===== src/rtl/alu_pkg.sv =====
// Shared encodings for the bit-serial ALU: operation codes, slice-op width, sequencer states.
// Pure declarations, no logic.
package alu_pkg;

    localparam int SLICE_OP_W = 3;

    localparam logic [2:0] OP_AND = 3'b000;
    localparam logic [2:0] OP_OR  = 3'b001;
    localparam logic [2:0] OP_XOR = 3'b010;
    localparam logic [2:0] OP_ADD = 3'b011;
    localparam logic [2:0] OP_SUB = 3'b111;

    typedef enum logic [1:0] {
        IDLE  = 2'd0,
        SHIFT = 2'd1,
        DONE  = 2'd2
    } state_t;

    function automatic logic op_legal(input logic [2:0] op);
        return (op == OP_AND) || (op == OP_OR) || (op == OP_XOR) ||
               (op == OP_ADD) || (op == OP_SUB);
    endfunction

    function automatic logic op_arith(input logic [2:0] op);
        return (op == OP_ADD) || (op == OP_SUB);
    endfunction

endpackage


===== src/rtl/alu_bit_slice.sv =====
// 1-bit ALU slice: B-invert mux, AND/OR/XOR, full adder, 4:1 result mux.
// Latency: purely combinational.
// Backpressure: none; the sequencer owns all timing.
module alu_bit_slice
    import alu_pkg::*;
(
    input  logic                  A,
    input  logic                  B,
    input  logic                  CIN,
    input  logic                  BInvert,
    input  logic [SLICE_OP_W-1:0] Op,
    output logic                  Result,
    output logic                  CarryOut
);

    logic b_eff;
    logic sum;
    // The sequencer always drives Op[2] low; the bit is kept for slice-code compatibility.
    logic unused_op_msb;

    assign unused_op_msb = Op[SLICE_OP_W-1];
    assign b_eff         = B ^ BInvert;
    assign sum           = A ^ b_eff ^ CIN;
    assign CarryOut      = (A & b_eff) | (CIN & (A ^ b_eff));

    always_comb begin
        Result = 1'b0;
        case (Op[1:0])
            2'b00:   Result = A & b_eff;
            2'b01:   Result = A | b_eff;
            2'b10:   Result = A ^ b_eff;
            default: Result = sum;
        endcase
    end

endmodule


===== src/rtl/alu_serial_seq.sv =====
// Bit-serial WIDTH-bit ALU sequencer driving one alu_bit_slice LSB-first; flags via ALU_SERIAL_FLAGS_EN.
// Latency: start accepted at edge N, done high for one cycle after edge N+WIDTH.
// Backpressure: start is honoured only in IDLE; requests while busy or done are dropped.
module alu_serial_seq
    import alu_pkg::*;
#(
    parameter int WIDTH = 16,
    parameter int CNT_W = 5
) (
    input  logic             clk,
    input  logic             rst_n,
    input  logic             start,
    input  logic [2:0]       op,
    input  logic [WIDTH-1:0] a,
    input  logic [WIDTH-1:0] b,
    output logic             busy,
    output logic             done,
    output logic [WIDTH-1:0] result,
    output logic             carry,
    output logic             illegal
`ifdef ALU_SERIAL_FLAGS_EN
    ,
    output logic             zero,
    output logic             neg,
    output logic             ovf
`endif
);

    localparam logic [CNT_W-1:0] LAST_CNT = CNT_W'(WIDTH - 1);

    state_t           state;
    state_t           state_nxt;
    logic             accept;
    logic             last;

    logic [WIDTH-1:0] a_sh;
    logic [WIDTH-1:0] b_sh;
    logic [WIDTH-1:0] res_sh;
    logic [WIDTH-1:0] res_final;
    logic [CNT_W-1:0] cnt;
    logic             cy;
    logic [1:0]       op_q;
    logic             binv_q;
    logic             arith_q;
    logic             illegal_q;

    logic             s_res;
    logic             s_co;

    alu_bit_slice u_slice (
        .A        (a_sh[0]),
        .B        (b_sh[0]),
        .CIN      (cy),
        .BInvert  (binv_q),
        .Op       ({1'b0, op_q}),
        .Result   (s_res),
        .CarryOut (s_co)
    );

    always_ff @(posedge clk or negedge rst_n) begin
        if (!rst_n) begin
            state <= IDLE;
        end else begin
            state <= state_nxt;
        end
    end

    always_comb begin
        state_nxt = state;
        accept    = 1'b0;
        last      = 1'b0;
        case (state)
            IDLE: begin
                if (start) begin
                    accept    = 1'b1;
                    state_nxt = SHIFT;
                end
            end
            SHIFT: begin
                if (cnt == LAST_CNT) begin
                    last      = 1'b1;
                    state_nxt = DONE;
                end
            end
            DONE:    state_nxt = IDLE;
            default: state_nxt = IDLE;
        endcase
    end

    assign busy      = (state == SHIFT);
    assign done      = (state == DONE);
    assign res_final = {s_res, res_sh[WIDTH-1:1]};

    always_ff @(posedge clk or negedge rst_n) begin
        if (!rst_n) begin
            a_sh      <= '0;
            b_sh      <= '0;
            res_sh    <= '0;
            cnt       <= '0;
            cy        <= 1'b0;
            op_q      <= 2'b00;
            binv_q    <= 1'b0;
            arith_q   <= 1'b0;
            illegal_q <= 1'b0;
        end else if (accept) begin
            a_sh      <= a;
            b_sh      <= b;
            cnt       <= '0;
            cy        <= (op == OP_SUB);
            binv_q    <= (op == OP_SUB);
            // Illegal codes run through the slice as AND.
            op_q      <= op_legal(op) ? op[1:0] : 2'b00;
            arith_q   <= op_arith(op);
            illegal_q <= !op_legal(op);
        end else if (state == SHIFT) begin
            a_sh   <= a_sh >> 1;
            b_sh   <= b_sh >> 1;
            res_sh <= res_final;
            cy     <= s_co;
            cnt    <= cnt + CNT_W'(1);
        end
    end

    // Outputs are captured on the last SHIFT edge so they are valid together with done.
    always_ff @(posedge clk or negedge rst_n) begin
        if (!rst_n) begin
            result  <= '0;
            carry   <= 1'b0;
            illegal <= 1'b0;
        end else if (last) begin
            result  <= res_final;
            carry   <= arith_q & s_co;
            illegal <= illegal_q;
        end
    end

`ifdef ALU_SERIAL_FLAGS_EN
    always_ff @(posedge clk or negedge rst_n) begin
        if (!rst_n) begin
            zero <= 1'b0;
            neg  <= 1'b0;
            ovf  <= 1'b0;
        end else if (last) begin
            zero <= (res_final == '0);
            neg  <= s_res;
            ovf  <= arith_q & (cy ^ s_co);
        end
    end
`endif

endmodule


===== config.mk =====
export PLATFORM = sky130hd
export DESIGN_NAME = alu_serial_seq
export DESIGN_NICKNAME = d
export VERILOG_FILES = /design/src/rtl/alu_pkg.sv /design/src/rtl/alu_bit_slice.sv /design/src/rtl/alu_serial_seq.sv
export SDC_FILE = /design/constraint.sdc
export NUM_CORES = 1
export LEC_CHECK = 0
export CAP_MARGIN = 20
export CORE_UTILIZATION = 30
export DETAILED_ROUTE_END_ITERATION = 12
export SLEW_MARGIN = 20
export SYNTH_ARGS = -nofsm -noshare
export SYNTH_HDL_FRONTEND = slang
export SYNTH_SLANG_ARGS = --single-unit

===== constraint.sdc =====
create_clock -name clk -period 2.1 [get_ports clk]
set_clock_uncertainty 0.2 [all_clocks]
set_input_delay 0.42 -clock clk [delete_from_list [all_inputs] [get_ports clk]]
set_output_delay 0.42 -clock clk [all_outputs]
set_load 0.01 [all_outputs]

# --- After elaboration in Yosys (flattened, before gate mapping) ---
# Index checks and enable logic that the tools add are counted.
totals:
  ram_bits: 0
  elab_cells: 63
  romBits: 0
  mem_count: 0
  latchBits: 0
  regBits: 79
  out_inout_bits: 20
  input_bits: 38
op_classes:
  reduce_logical: 12
  multipliers: 0
  div: 0
  n_shift: 0
  n_eq_ne: 11
  muxes: 17
  addsub: 1
  magnitude_cmp: 0
  n_bitwise: 9
ops:
  columns: ["op", "count"]
  rows:
  - ["$mux W16", 4]
  - ["$mux W5", 2]
  - ["$eq A3 B2 Y1 const B", 2]
  - ["$mux W1", 6]
  - ["$mux W2", 3]
  - ["$add A5 B1 Y5 const B", 1]
  - ["$eq A5 B4 Y1 const B", 1]
  - ["$logic_or A1 B1 Y1", 5]
  - ["$eq A2 B1 Y1 const B", 2]
  - ["$eq A2 B2 Y1 const B", 2]
  - ["$logic_not A2 Y1", 2]
  - ["$pmux W2 S2", 1]
  - ["$reduce_and A2 Y1", 2]
  - ["$and A1 B1 Y1", 3]
  - ["$eq A3 B1 Y1 const B", 1]
  - ["$eq A3 B3 Y1 const B", 1]
  - ["$logic_not A3 Y1", 1]
  - ["$pmux W1 S3", 1]
  - ["$xor A1 B1 Y1", 3]
  - ["$ne A2 B1 Y1 const B", 1]
  - ["$ne A2 B2 Y1 const B", 1]
  - ["$or A1 B1 Y1", 2]
  - ["$reduce_bool A2 Y1", 1]
  - ["$logic_not A1 Y1", 1]
  - ["$not A1 Y1", 1]

# --- Logic depth before layout (Yosys ltp) ---
# Gate-level depths: netlist (run 1).
depth:
  word_depth: 6
  mapped_depth: 7
  mapped_depth_nobuf: 6

# --- Modules after synthesis ---
# From an unflattened synthesis (run 1), not the netlist that was laid out.
hier_totals:
  hier_cells: 312
  area_unflattened_um2: 3299.4
modules_own_cells:
  columns: ["module", "cells_per_inst", "seq_area_each_um2", "n_inst", "area_each_um2"]
  rows:
  - ["alu_serial_seq", 301, 1951.9, 1, 3200.6]
  - ["alu_bit_slice", 11, 0.0, 1, 98.8]

# --- Worst setup path before layout (run 1) ---
# Ideal clock, no wire load.
synth_timing:
  kind: "flip-flop to flip-flop"
  start: "register cnt[0]"
  end: "register result[0]"
  n_path_buf: 1
  arrival_ps: 1611
  required_ps: 1775
  period_less_slack_ps: 1936
  slack_ps: 164
  path_stages_with_launch: 7
  setup_ps: 125
  path_cell_list: "dfrtp_1 ha_1 and3_1 ha_1 nand3b_1 buf_2 mux2_2"
synth_via:
  elab_chain_len: 3
synth_lines:
  columns: ["item", "line", "text"]
  rows:
  - ["start: declaration", "alu_serial_seq.sv:40", "logic [CNT_W-1:0] cnt;"]
  - ["start signal: assignment", "alu_serial_seq.sv:120", "cnt <= cnt + CNT_W'(1);"]
  - ["$eq A5 B4 Y1", "alu_serial_seq.sv:80", "if (cnt == LAST_CNT) begin"]
  - ["$mux W1", "alu_serial_seq.sv:80", null]
  - ["$mux W1", "alu_serial_seq.sv:72", "case (state)"]
  - ["end signal: assignment", "alu_serial_seq.sv:131", "result <= res_final;"]
  - ["end: declaration", "alu_serial_seq.sv:18", "output logic [WIDTH-1:0] result,"]
# No other way between the ends.
# A chain may end at the register's enable or synchronous reset.

# --- Worst setup path in the final report (run 1) ---
layout_timing:
  start: "register b_sh[0]"
  end: "register result[15]"
layout_via:
  elab_chain_len: 4
  elab_cells_between_ends: 6
  cone_classes: "mux: 1; bitwise: 5"
layout_lines:
  columns: ["item", "line", "text"]
  rows:
  - ["start: declaration", "alu_serial_seq.sv:37", "logic [WIDTH-1:0] b_sh;"]
  - ["start signal: assignment", "alu_serial_seq.sv:117", "b_sh <= b_sh >> 1;"]
  - ["$xor A1 B1 Y1 *", "alu_bit_slice.sv:22", "assign b_eff = B ^ BInvert;"]
  - ["$xor A1 B1 Y1", "alu_bit_slice.sv:23, alu_bit_slice.sv:31", null]
  - ["$xor A1 B1 Y1", "alu_bit_slice.sv:23", "assign sum = A ^ b_eff ^ CIN;"]
  - ["$pmux W1 S3 *", "alu_bit_slice.sv:28", "case (Op[1:0])"]
# Mark *: on every way between the ends. The rest lies on a longest branch, timed or not.

==> results list, run 1 <==
- The smallest clock period supported by the final layout is computed as 2.07 ns.
* Worst setup path startpoint: b_sh[0]
* Worst reg2reg endpoint: result[15]
- Portion of total power attributed to combinational logic: 0.331
* Post-synth cell types: 27
- For this run, the share of the core covered by cells in the final layout is 0.413.
- DRT Wirelength: 6590 um
* CTS H-Tree Depth: 3
* Switching Fraction: 0.319
- The core region is 0.0104 mm^2.
- On the final layout, the worst hold slack is 0.270 ns.
- The via count of the first global-routing pass was 2358.
- The worst setup path is captured at a register.
- Number of hold-slack violations in the final timing report: 0
- Number of optimization iterations in the first detailed-route pass: 4
* Post-synthesis mux area share: 0.0658
* Largest voltage drop on the vdd net: about 0.59 mV
- By area, the combinational part of the netlist is dominated by simple AND/OR/NAND/NOR gates.
- Class of the most critical setup path: reg2reg
- Standard-cell rows: 37
* Via density per instance: 4.58
* Number of antenna-violating nets in the routed design: 0
* Type of the most critical hold path: reg2reg
* Layout cells sized above 1: 0.139
- Overall power consumption after layout is estimated at around 5.5 mW.
- Of the total power, registers draw 0.432.
- The most used flip-flop cell after synthesis is dfrtp_1.
- TritonCTS built the clock tree.
- Following the worst setup path forward leads to its endpoint at result[15].
- Final cell count without fillers: 518
* Die Width: 106 um
* Startpoint of the most critical register-to-register path: b_sh[0]
- Number of antenna diodes: 0
- Final weighted congestion of routability-driven global placement: 0.748
- CP required: 2.17 ns
* Pwr Density: 1290 mW/mm^2
- Wire per inst: about 13 um
- Cell Int Power: 3.78 mW
- STA classifies the critical path startpoint as a register.
- Leaving out fill and tap cells, the most frequent cells in the layout are nand2_1, dfrtp_1, clkdlybuf4s50_1.
- Final number of max-transition violations: 0
* Most common cell after layout, fill and taps aside: nand2_1
- # fillers: 1024
- Share of the cycle needed by the critical path after routing: 0.987
- Headroom to the max-slew limit came out at 0.618.
- For this configuration, the core starts out at a cell density of 0.312.
- Compound-cell area share of the yosys netlist: 0.0989
* Synth Instances: approximately 310
* Per-instance average area after synthesis: 10.4 um^2
- Clock-pin slew was measured on the worst setup and hold paths at 0.08 ns.
- Of the total synthesized cell area, the portion taken by XOR and XNOR cells is 0.00539.
* # DRC: 0
- The number of nets handed over by synthesis was 355.
- Entering global routing, the biggest net connects 44 pins.
- The synthesized design contains 78 register bits.
- DP Cell Count: 500
* Number of DRC markers in iteration 0: 106
- Area share of fa/ha/maj cells after synthesis: 0.0216
* Num ports: 58
- Arrival time worst endpoint: approximately 2.2 ns
- The first global-routing pass estimated 11300 um of wire.
* Root Buffer: clkbuf_8
* Total die area: about 0.011 mm^2
- Area Overhead vs Synth: 32.4%
* Gr usage total: 0.129
* Total Neg Setup Slack: 0 ns
- CTS saw 78 sinks.
* Area share of and/or/nand/nor cells after synthesis: 0.169
- Of all nets on the critical path, the largest fanout is 2.
* TritonCTS Buffers: 9
- The total overflow left after global routing is 0.
* Via Count: 2370
- Layout Nets: 420
- Port Buffer Count: 57
* Run status: completed
- DP HPWL: about 4400 um
* Share of async-settable or async-resettable flops after synthesis: 1.00
- Clk network pwr share: 0.237
- Number of failing setup endpoints in the final timing report: 0
- The worst register-to-register path has a depth of 5.
- Highest Clock Rate: 0.483 GHz
* R2r setup slk: around 0.028 ns
* Die height: 106 um
- Of the synthesized area, sequential elements account for 0.600.
- Slew at the pin closest to its max-slew limit: 0.573 ns
- The synthesized design contains 0 enable-type register cells.
- Switching power of the nets: 1.77 mW
- In this run the static leakage power is between 2 and 2.5 nW.
* Combined area of all synthesized cells: 0.00325 mm^2
* Clock latency at the later pin of the worst-skew pair: approximately 0.35 ns
* Number of warning messages in the yosys log: 0
- No sink is reached through more buffers than the 2 on the longest clock path.
- Count of max-cap constraint violations: 0
- Initial antenna violation count: 0
kinds of logic (layout without fill, tap and decap cells):
family	after synthesis	after routing
muxes	18	18
buffers and inverters	27	97
DFF	78	78
adders and majority gates	5	5
and+or+nand+nor	135	135
AOI/OAI and AO/OA	47	47
xor gates and xnor gates	2	2
layout make-up:
| class | count | area, um^2 | area share |
|---|---|---|---|
| Clock inverter | 4 | 95.1 | 0.0221 |
| Inverter | 9 | 33.8 | 0.00785 |
| Multi-Input combinational cell | 207 | 1190 | 0.276 |
| Timing Repair Buffer | 72 | 731 | 0.170 |
| Tap cell | 136 | 170 | 0.0395 |
| Sequential cell | 78 | 1950 | 0.454 |
| Clock buffer | 12 | 135 | 0.0314 |
state kept, by name, indices dropped and copies added, names as in the netlist:
signal,flops
a_sh,16
b_sh,16
result,16
res_sh,15
cnt,5
op_q,2
state,2
arith_q,1
binv_q,1
carry,1
cy,1
illegal,1
illegal_q,1
power by group through the flow:
stage | sequential (mW) | combinational, mW | clock, mW
floorplan | 2.41 | 1.10 | 0
global placement | 2.40 | 1.77 | 0
detailed placement | 2.43 | 1.83 | 0
CTS | 2.40 | 1.83 | 1.37
global route | 2.47 | 2.05 | 1.42
finish | 2.40 | 1.83 | 1.32
stage by stage:
stage                     cell area, um^2  worst slack [ns]
after detailed placement             4060            0.0239
after global placement               4060            0.0765
after CTS                            4290            0.0350
final                                4300            0.0281
after global routing                 4300           -0.0295
after floorplan                      3250             0.164
per-layer routing:
metal | track usage | share of wire | up-vias
met2 | 0.205 | 0.47 | 52
li1 | - | - | 1168
met5 | 0 | 0 | -
met4 | 0.0476 | 0.015 | 0
met3 | 0.0466 | 0.052 | 9
met1 | 0.160 | 0.46 | 1141
how the worst min path moves through the flow:
stage                         start         end  slack (ns)  cells after the start
after global placement        rst_n  result[12]        0.25                      1
after global routing        b_sh[2]     b_sh[2]        0.30                      2
after CTS                 illegal_q   illegal_q        0.28                      2
final                     illegal_q   illegal_q        0.27                      2
after floorplan               rst_n     a_sh[0]       -0.08                      0
after detailed placement      rst_n  result[12]        0.25                      1
synth_stat cells, types with 2 or more instances:
library cell,count,area share
nand3_1,7,0.011
o21ai_1,3,0.0046
nand2_1,120,0.14
inv_1,8,0.0092
dfrtp_1,78,0.60
buf_6,2,0.0069
mux2_2,17,0.059
xor2_1,2,0.0054
a22oi_1,30,0.069
clkbuf_1,9,0.010
o21ai_0,10,0.015
buf_2,7,0.011
nand2b_1,2,0.0038
ha_1,4,0.015
critical path: stages, from the launching register on:
cell	delay [ns]
dfrtp_1	0.39
xor2_1	0.21
inv_1	0.11
fa_1	0.45
mux4_2	0.49
o21ai_0	0.15
what timing repair did:
item | 4_1_cts | 5_1_grt
buffers inserted | 0 | 1
setup endpoints to repair | 2 | 4
endpoints found under the hold margin | 41 | 0
gates resized for setup | 2 | 2
hold buffers | 1 | 0
pin swaps | 0 | 1
cloned | 0 | 0
(Power assumes the default switching activity.)
==> run 2, diff against run 1 <==
CORE_ASPECT_RATIO = 1.1   (was not set)
CORE_UTILIZATION = 52   (was 30)
PLACE_DENSITY = 0.79   (was not set)
==> results list, run 2 (synthesized netlist as in run 1, its figures left out) <==
- The flow ran to the end, and the final reports show no timing, DRC or antenna violations.
- The post-CTS setup buffer count was 0 (unchanged).
- The number of nets in the layout is 420 (unchanged).
- Pin count of the biggest net entering global routing: 41 (-6.8%)
- The setup slack after placement came to 0.0258 ns (+0.00191 ns).
- Pwr Density: 1250 mW/mm^2 (-3.3%)
* Met1 Resource Use GR: 0.265 (+0.105)
* Reg clk slew, reported paths: 0.07 ns (about the same)
- From synthesis to final layout, the design area changed by 28.1%.
- The global-route wire length before repair was 10900 um (-3.7%).
- The minimum clock period is 2.04 ns (-0.0320 ns).
* Number of failing setup endpoints in the final timing report: 0 (unchanged)
* Total gr overflow: 0 (unchanged)
* Sequential power share: 0.462 (+0.030)
* Num ports: 58 (unchanged)
* Initial antenna violation count: 0 (unchanged)
- Dpl cell area: 0.00399 mm^2 (-1.6%)
- The worst hold path belongs to the class in2async.
- The number of cells traversed by the worst register-to-register path came to 5 (unchanged).
- Port Buffer Count: 57 (unchanged)
* # DRC: 0 (unchanged)
- Gr usage total: 0.214 (+0.0851)
* Slew at the pin closest to its max-slew limit: 0.364 ns (-0.209 ns)
- Clock latency at the later pin of the worst-skew pair: 0.34 ns (about the same)
- # fillers: 466 (-54%)
- The overall via count from detail_route came to 2427 (+2.4%).
* Starting utilization of the core area: 0.550 (+0.238)
* Standard-cell rows: 29 (-22%)
- Top flop regs: a_sh: 16 flops, b_sh: 16 flops, result: 16 flops
* P_leak: 2.06 nW (-1.3%)
* TritonCTS Buffers: 9 (unchanged)
* Die Width: 77.4 um (-27%)
* Class of the most critical setup path: reg2reg
- The required time of the critical path was 2.16 ns (about the same).
- The area of the die is 0.00657 mm^2 (-42%).
- The clock power share came to 0.188 (-0.049).
* Arrival time worst endpoint: 2.10 ns (-0.05 ns)
- The die height was 84.9 um (-20%).
* Number of antenna-violating nets in the routed design: 0 (unchanged)
- TritonCTS built the clock tree.
- Number of optimization iterations in the first detailed-route pass: 4 (unchanged)
- Number of DRC markers in iteration 0: 103 (-2.8%)
- The antenna cell count is 0 (unchanged).
- Crit-path max FO: 2 (unchanged)
- Cell Int Power: 3.46 mW (-8.4%)
- The detailed-route vias per instance is 5.30 (+16%).
* DRT Wirelength: 6160 um (-6.6%)
- The worst-case headroom to the max-slew limit came to 0.757 (+0.139).
* RSZ-0062 raised after global routing: yes
* Share of the cycle needed by the critical path after routing: 0.971 (-0.0152)
- The number of sinks on the clock net is 78 (unchanged).
* Largest voltage drop on the vdd net: 0.677 mV (+15%)
- Root Buffer: clkbuf_8
- Count of max-cap constraint violations: 0 (unchanged)
- Critical Path Start Type: register
- The weighted congestion at the end of routability-driven global placement came to 0.757 (+1.1%).
* Clk buf depth: 2 (unchanged)
* Portion of total power attributed to combinational logic: 0.350 (+0.019)
- The highest clock frequency the design can meet is 0.490 GHz (+1.6%).
* Vias in the first global route: 2457 (+4.2%)
* Switching power of the nets: 1.73 mW (-2.1%)
- The final instance area is 0.00416 mm^2 (-3.2%).
- The number of hold violations in the final report came to 0 (unchanged).
- Leading cell types in the layout, fill and taps excluded: nand2_1, dfrtp_1, clkdlybuf4s50_1
* Most common cell after layout, fill and taps aside: nand2_1
* Worst reg2reg endpoint: res_sh[15]
- After global routing, the most crowded layer is met2.
* CTS H-Tree Depth: 3 (unchanged)
- The startpoint identified for the worst register-to-register timing path is b_sh[0].
- The final routed wire length divided by cell count came to 13.4 um (+5.6%).
* Final number of max-transition violations: 0 (unchanged)
* R2r setup slk: 0.06 ns (+0.03 ns)
- Switching Fraction: 0.333 (+0.0145)
- Min setup slack post-route: 0.0601 ns (+0.0320 ns)
- Met2 track demand over resource: 0.357 (+0.152)
- The half-perimeter wire length of the detailed placement result was 4310 um (-2.3%).
- The worst setup path is captured at a register.
- Layout cells sized above 1: 0.134 (-0.00489)
* Area of the core: 0.00591 mm^2 (-43%)
* GRT met3 Usage: 0.0398 (-0.00681)
==> run 2: cell types whose count changed in the layout (fill, tap and decap cells not counted) <==
cell	change
bufinv_16	-3
clkbuf_8	+2
ha_1	+1
ha_2	-1
o21ai_0	-1
o21ai_1	+1
==> run 2: worst max-delay path, cell delays in order (launching register included) <==
cell and delay (ns):
dfrtp_1 0.40, xor2_1 0.20, inv_1 0.09, fa_1 0.43, mux4_2 0.50, o21ai_1 0.14
==> run 2: final cells by class <==
class | count | area (um^2) | share of cell area
Clock inverter | 1 | 5.00 | 0.00120
Tap cell | 77 | 96.3 | 0.0231
Timing Repair Buffer | 72 | 731 | 0.175
Clock buffer | 14 | 163 | 0.0391
Sequential cell | 78 | 1950 | 0.469
Inverter | 9 | 33.8 | 0.00811
Multi-Input combinational cell | 207 | 1180 | 0.284
==> run 2: layer usage <==
metal	routed length (um)	part of all wire
met1	2680	0.44
met5	0	0
met3	196	0.032
met4	150	0.024
met2	3120	0.51
==> run 2: power by group through the flow <==
stage          combinational, mW  clock, mW  sequential (mW)
5_1_grt                     2.05       1.06             2.48
3_5_place_dp                1.84          0             2.43
2_1_floorplan               1.10          0             2.41
3_3_place_gp                1.74          0             2.40
4_1_cts                     1.84       1.00             2.40
6_report                    1.82      0.975             2.40
==> run 2: stage by stage <==
step	hold slack, ns	utilization	cells	setup TNS [ns]	power (mW)
4_1_cts	0.258	0.704	458	0	5.25
2_1_floorplan	-0.0756	-	312	0	3.51
3_5_place_dp	0.0746	0.674	442	0	4.27
3_3_place_gp	0.0735	0.674	442	0	4.14
5_1_grt	0.281	0.704	458	-0.0140	5.58
6_report	0.262	0.704	458	0	5.19
==> run 2: timing repair <==
item / in CTS / in global routing
hold buffers: 1 / 0
resized for setup: 2 / 2
gates cloned: 0 / 0
pin swaps: 0 / 1
hold endpoints to repair: 51 / 0
endpoints found under the setup margin: 2 / 2
==> run 2: worst max path at each step <==
stage                     startpoint    endpoint  slack [ns]  depth (start not counted)
after detailed placement      binv_q  res_sh[15]        0.03                          5
final                        b_sh[0]  res_sh[15]        0.06                          5
after global placement         start      binv_q        0.14                          4
after global routing         b_sh[0]  res_sh[15]       -0.01                          5
after CTS                     binv_q  res_sh[15]       0.005                          5
after floorplan               cnt[0]   result[0]        0.16                          6
==> run 3, diff against run 2 <==
GPL_TIMING_DRIVEN = 0   (was not set)
TNS_END_PERCENT = 10   (was not set)
==> results list, run 3 (synthesized netlist as in run 1, its figures left out) <==
- Run status: completed
* Number of optimization iterations in the first detailed-route pass: 5 (+1)
- The source-to-sink clock delay at the later pin of the worst-skew pair is 0.35 ns (about the same).
- Clk buf depth: 2 (unchanged)
* DRT Wirelength: 6250 um (+1.6%)
* Layout cells sized above 1: 0.148 (+0.0137)
- Area Overhead vs Synth: 30.2%
- DP HPWL: 4260 um (-1.2%)
- Total die area: 0.00657 mm^2 (unchanged)
- The min-delay analysis places its worst path in the category reg2reg.
- The worst register-to-register path ends at result[12].
- RSZ-0062 raised after global routing: yes
- TritonCTS built the clock tree.
- Number of antenna diodes: 0 (unchanged)
- CTS placed an instance of clkbuf_8 at the clock tree root.
- Max transition margin: 0.639 (-0.118)
- Final cell count without fillers: 470 (+2.6%)
- The number of hold violations in the final report is 0 (unchanged).
* Startpoint of the most critical register-to-register path: cnt[0]
- Number of antenna-violating nets in the routed design: 0 (unchanged)
- The largest registers in the layout are a_sh: 16 flops, b_sh: 16 flops, result: 16 flops.
* Pin count of the biggest net entering global routing: 45 (+9.8%)
- Critical Path, Cell by Cell: ha_2 -> and3_1 -> ha_2 -> nand3b_1 -> buf_6 -> mux2_2
- Total gr overflow: 0 (unchanged)
* Crit path capture: result[12]
* Final weighted congestion of routability-driven global placement: 0.783 (+3.5%)
- Vias in the first global route: 2413 (-1.8%)
- The die height was 84.9 um (unchanged).
* Most frequent CP cell: ha_2
- The effective utilization at floorplan was 0.550 (unchanged).
- Arrival time worst endpoint: 2.07 ns (-0.03 ns)
* Number of DRC markers in iteration 0: 204 (+98%)
- Largest voltage drop on the vdd net: 0.627 mV (-7.3%)
- Fin crit period: 2.04 ns (+0.00213 ns)
- Class of the most critical setup path: reg2reg
- The number of nets in the layout came to 431 (+2.6%).
- TritonCTS Buffers: 9 (unchanged)
* DP Cell Count: 447 (+1.1%)
* Share of the cycle needed by the critical path after routing: 0.972 (+0.00101)
- Via Count: 2423 (-0.16%)
- Critical-path cell with the highest stage delay: dfrtp_1
* CTS H-Tree Depth: 3 (unchanged)
- Gr usage total: 0.212 (-0.00168)
- Worst setup path startpoint: cnt[0]
* Highest Clock Rate: 0.490 GHz (-0.10%)
- The residual DRC count was 0 (unchanged).
- Post-Route Utilization: 0.716 (+0.0116)
- The static leakage power is 2.07 nW (+0.68%).
- The register-to-register path setup slack was 0.06 ns (about the same).
- The largest fanout on the critical path is 7 (+5).
- The sequential cell area was 0.00195 mm^2 (unchanged).
- The clock transition at the registers of the reported paths was 0.08 ns (about the same).
- The max capacitance violation total was 0 (unchanged).
- The library cell used most frequently in the layout, excluding fill and tap cells, is nand2_1.
- Min setup slack post-route: 0.0579 ns (-0.00213 ns)
* CP required: 2.13 ns (-0.03 ns)
* Pwr Density: 1270 mW/mm^2 (+1.8%)
- The final-layout fill cell count was 425 (-8.8%).
- Post-Place Setup Slack: -0.413 ns (-0.439 ns)
- Standard-cell rows: 29 (unchanged)
- The final routed wire length divided by cell count is 13.3 um (-0.99%).
- Total area of multi-input combinational cells: 0.00118 mm^2 (-0.42%)
- The initial antenna violation count came to 0 (unchanged).
* Via density per instance: 5.16 (-2.7%)
- Delay of the slowest cell on the worst path: 0.41 ns (-0.09 ns)
- Die Width: 77.4 um (unchanged)
* Global-route wire length before repair: 10800 um (-0.39%)
* Critical Path Start Type: register
- Final number of max-transition violations: 0 (unchanged)
- # clock sinks: 78 (unchanged)
- Num ports: 58 (unchanged)
- The actual slew at the worst max-slew pin came to 0.541 ns (+0.177 ns).
- Cell count of the worst reg-to-reg path: 6 (+1)
* CP Capture Type: register
* Port Buffer Count: 57 (unchanged)
- In the layout the commonest cells are nand2_1, dfrtp_1, clkdlybuf4s50_1.
- Area of the core: 0.00591 mm^2 (unchanged)
- The number of failing setup endpoints in the final timing report was 0 (unchanged).
-- run 3: how the worst min path moves through the flow --
stage                    from          to  slack (ns)  cells after the start
floorplan               rst_n     a_sh[0]       -0.08                      0
global placement    illegal_q   illegal_q        0.25                      2
detailed placement      rst_n  result[12]        0.24                      1
CTS                   b_sh[7]     b_sh[7]        0.29                      2
global route          a_sh[4]     a_sh[4]        0.31                      2
finish                b_sh[6]     b_sh[6]        0.28                      2
-- run 3: area by class of cell --
cell class	instances	area share
Tap cell	77	0.0228
Timing Repair inverter	1	0.00148
Sequential cell	78	0.461
Clock buffer	11	0.0358
Inverter	9	0.00975
Multi-Input combinational cell	207	0.278
Timing Repair Buffer	66	0.154
Clock inverter	5	0.0136
Buffer	16	0.0228
-- run 3: timing repair --
| item | CTS | global route |
|---|---|---|
| hold endpoints to repair | 43 | 0 |
| setup endpoints to repair | 12 | 18 |
| cloned | 1 | 1 |
| buffers inserted | 2 | 4 |
| gates resized for setup | 7 | 10 |
| pin swaps | 0 | 1 |
| hold buffers | 1 | 0 |
-- run 3: routing by layer --
| layer | global-route usage | wire length [um] | vias up |
|---|---|---|---|
| met1 | 0.275 | 2780 | 1156 |
| met4 | 0.0840 | 95 | 0 |
| met2 | 0.346 | 3070 | 68 |
| met5 | 0 | 0 | - |
| met3 | 0.0505 | 309 | 11 |
| li1 | - | - | 1188 |
-- run 3: report_power, final --
| group | total (mW) | internal (mW) | switching (mW) |
|---|---|---|---|
| clock | 1.14 | 0.611 | 0.533 |
| sequential | 2.39 | 2.06 | 0.326 |
| combinational | 1.84 | 0.917 | 0.922 |
| total | 5.37 | 3.59 | 1.78 |
-- run 3: stage by stage --
stage | total power [mW] | area [um^2] | hold slack [ns] | TNS (ns)
after CTS | 5.39 | 4180 | 0.287 | -0.000928
after detailed placement | 4.20 | 3940 | 0.244 | -3.42
after global placement | 4.10 | 3920 | 0.253 | -176.60
after floorplan | 3.51 | 3250 | -0.0756 | 0
final | 5.37 | 4230 | 0.282 | 0
after global routing | 5.78 | 4230 | 0.312 | -0.0310
-- run 3: critical path, delay by kind of cell, from the launching register on --
kind                     cells  cell delay, ns
AND/OR/NAND/NOR              2            0.43
adder cells (fa/ha/maj)      2            0.38
buffers and inverters        1            0.18
flip-flops                   1            0.41
multiplexers                 1            0.33
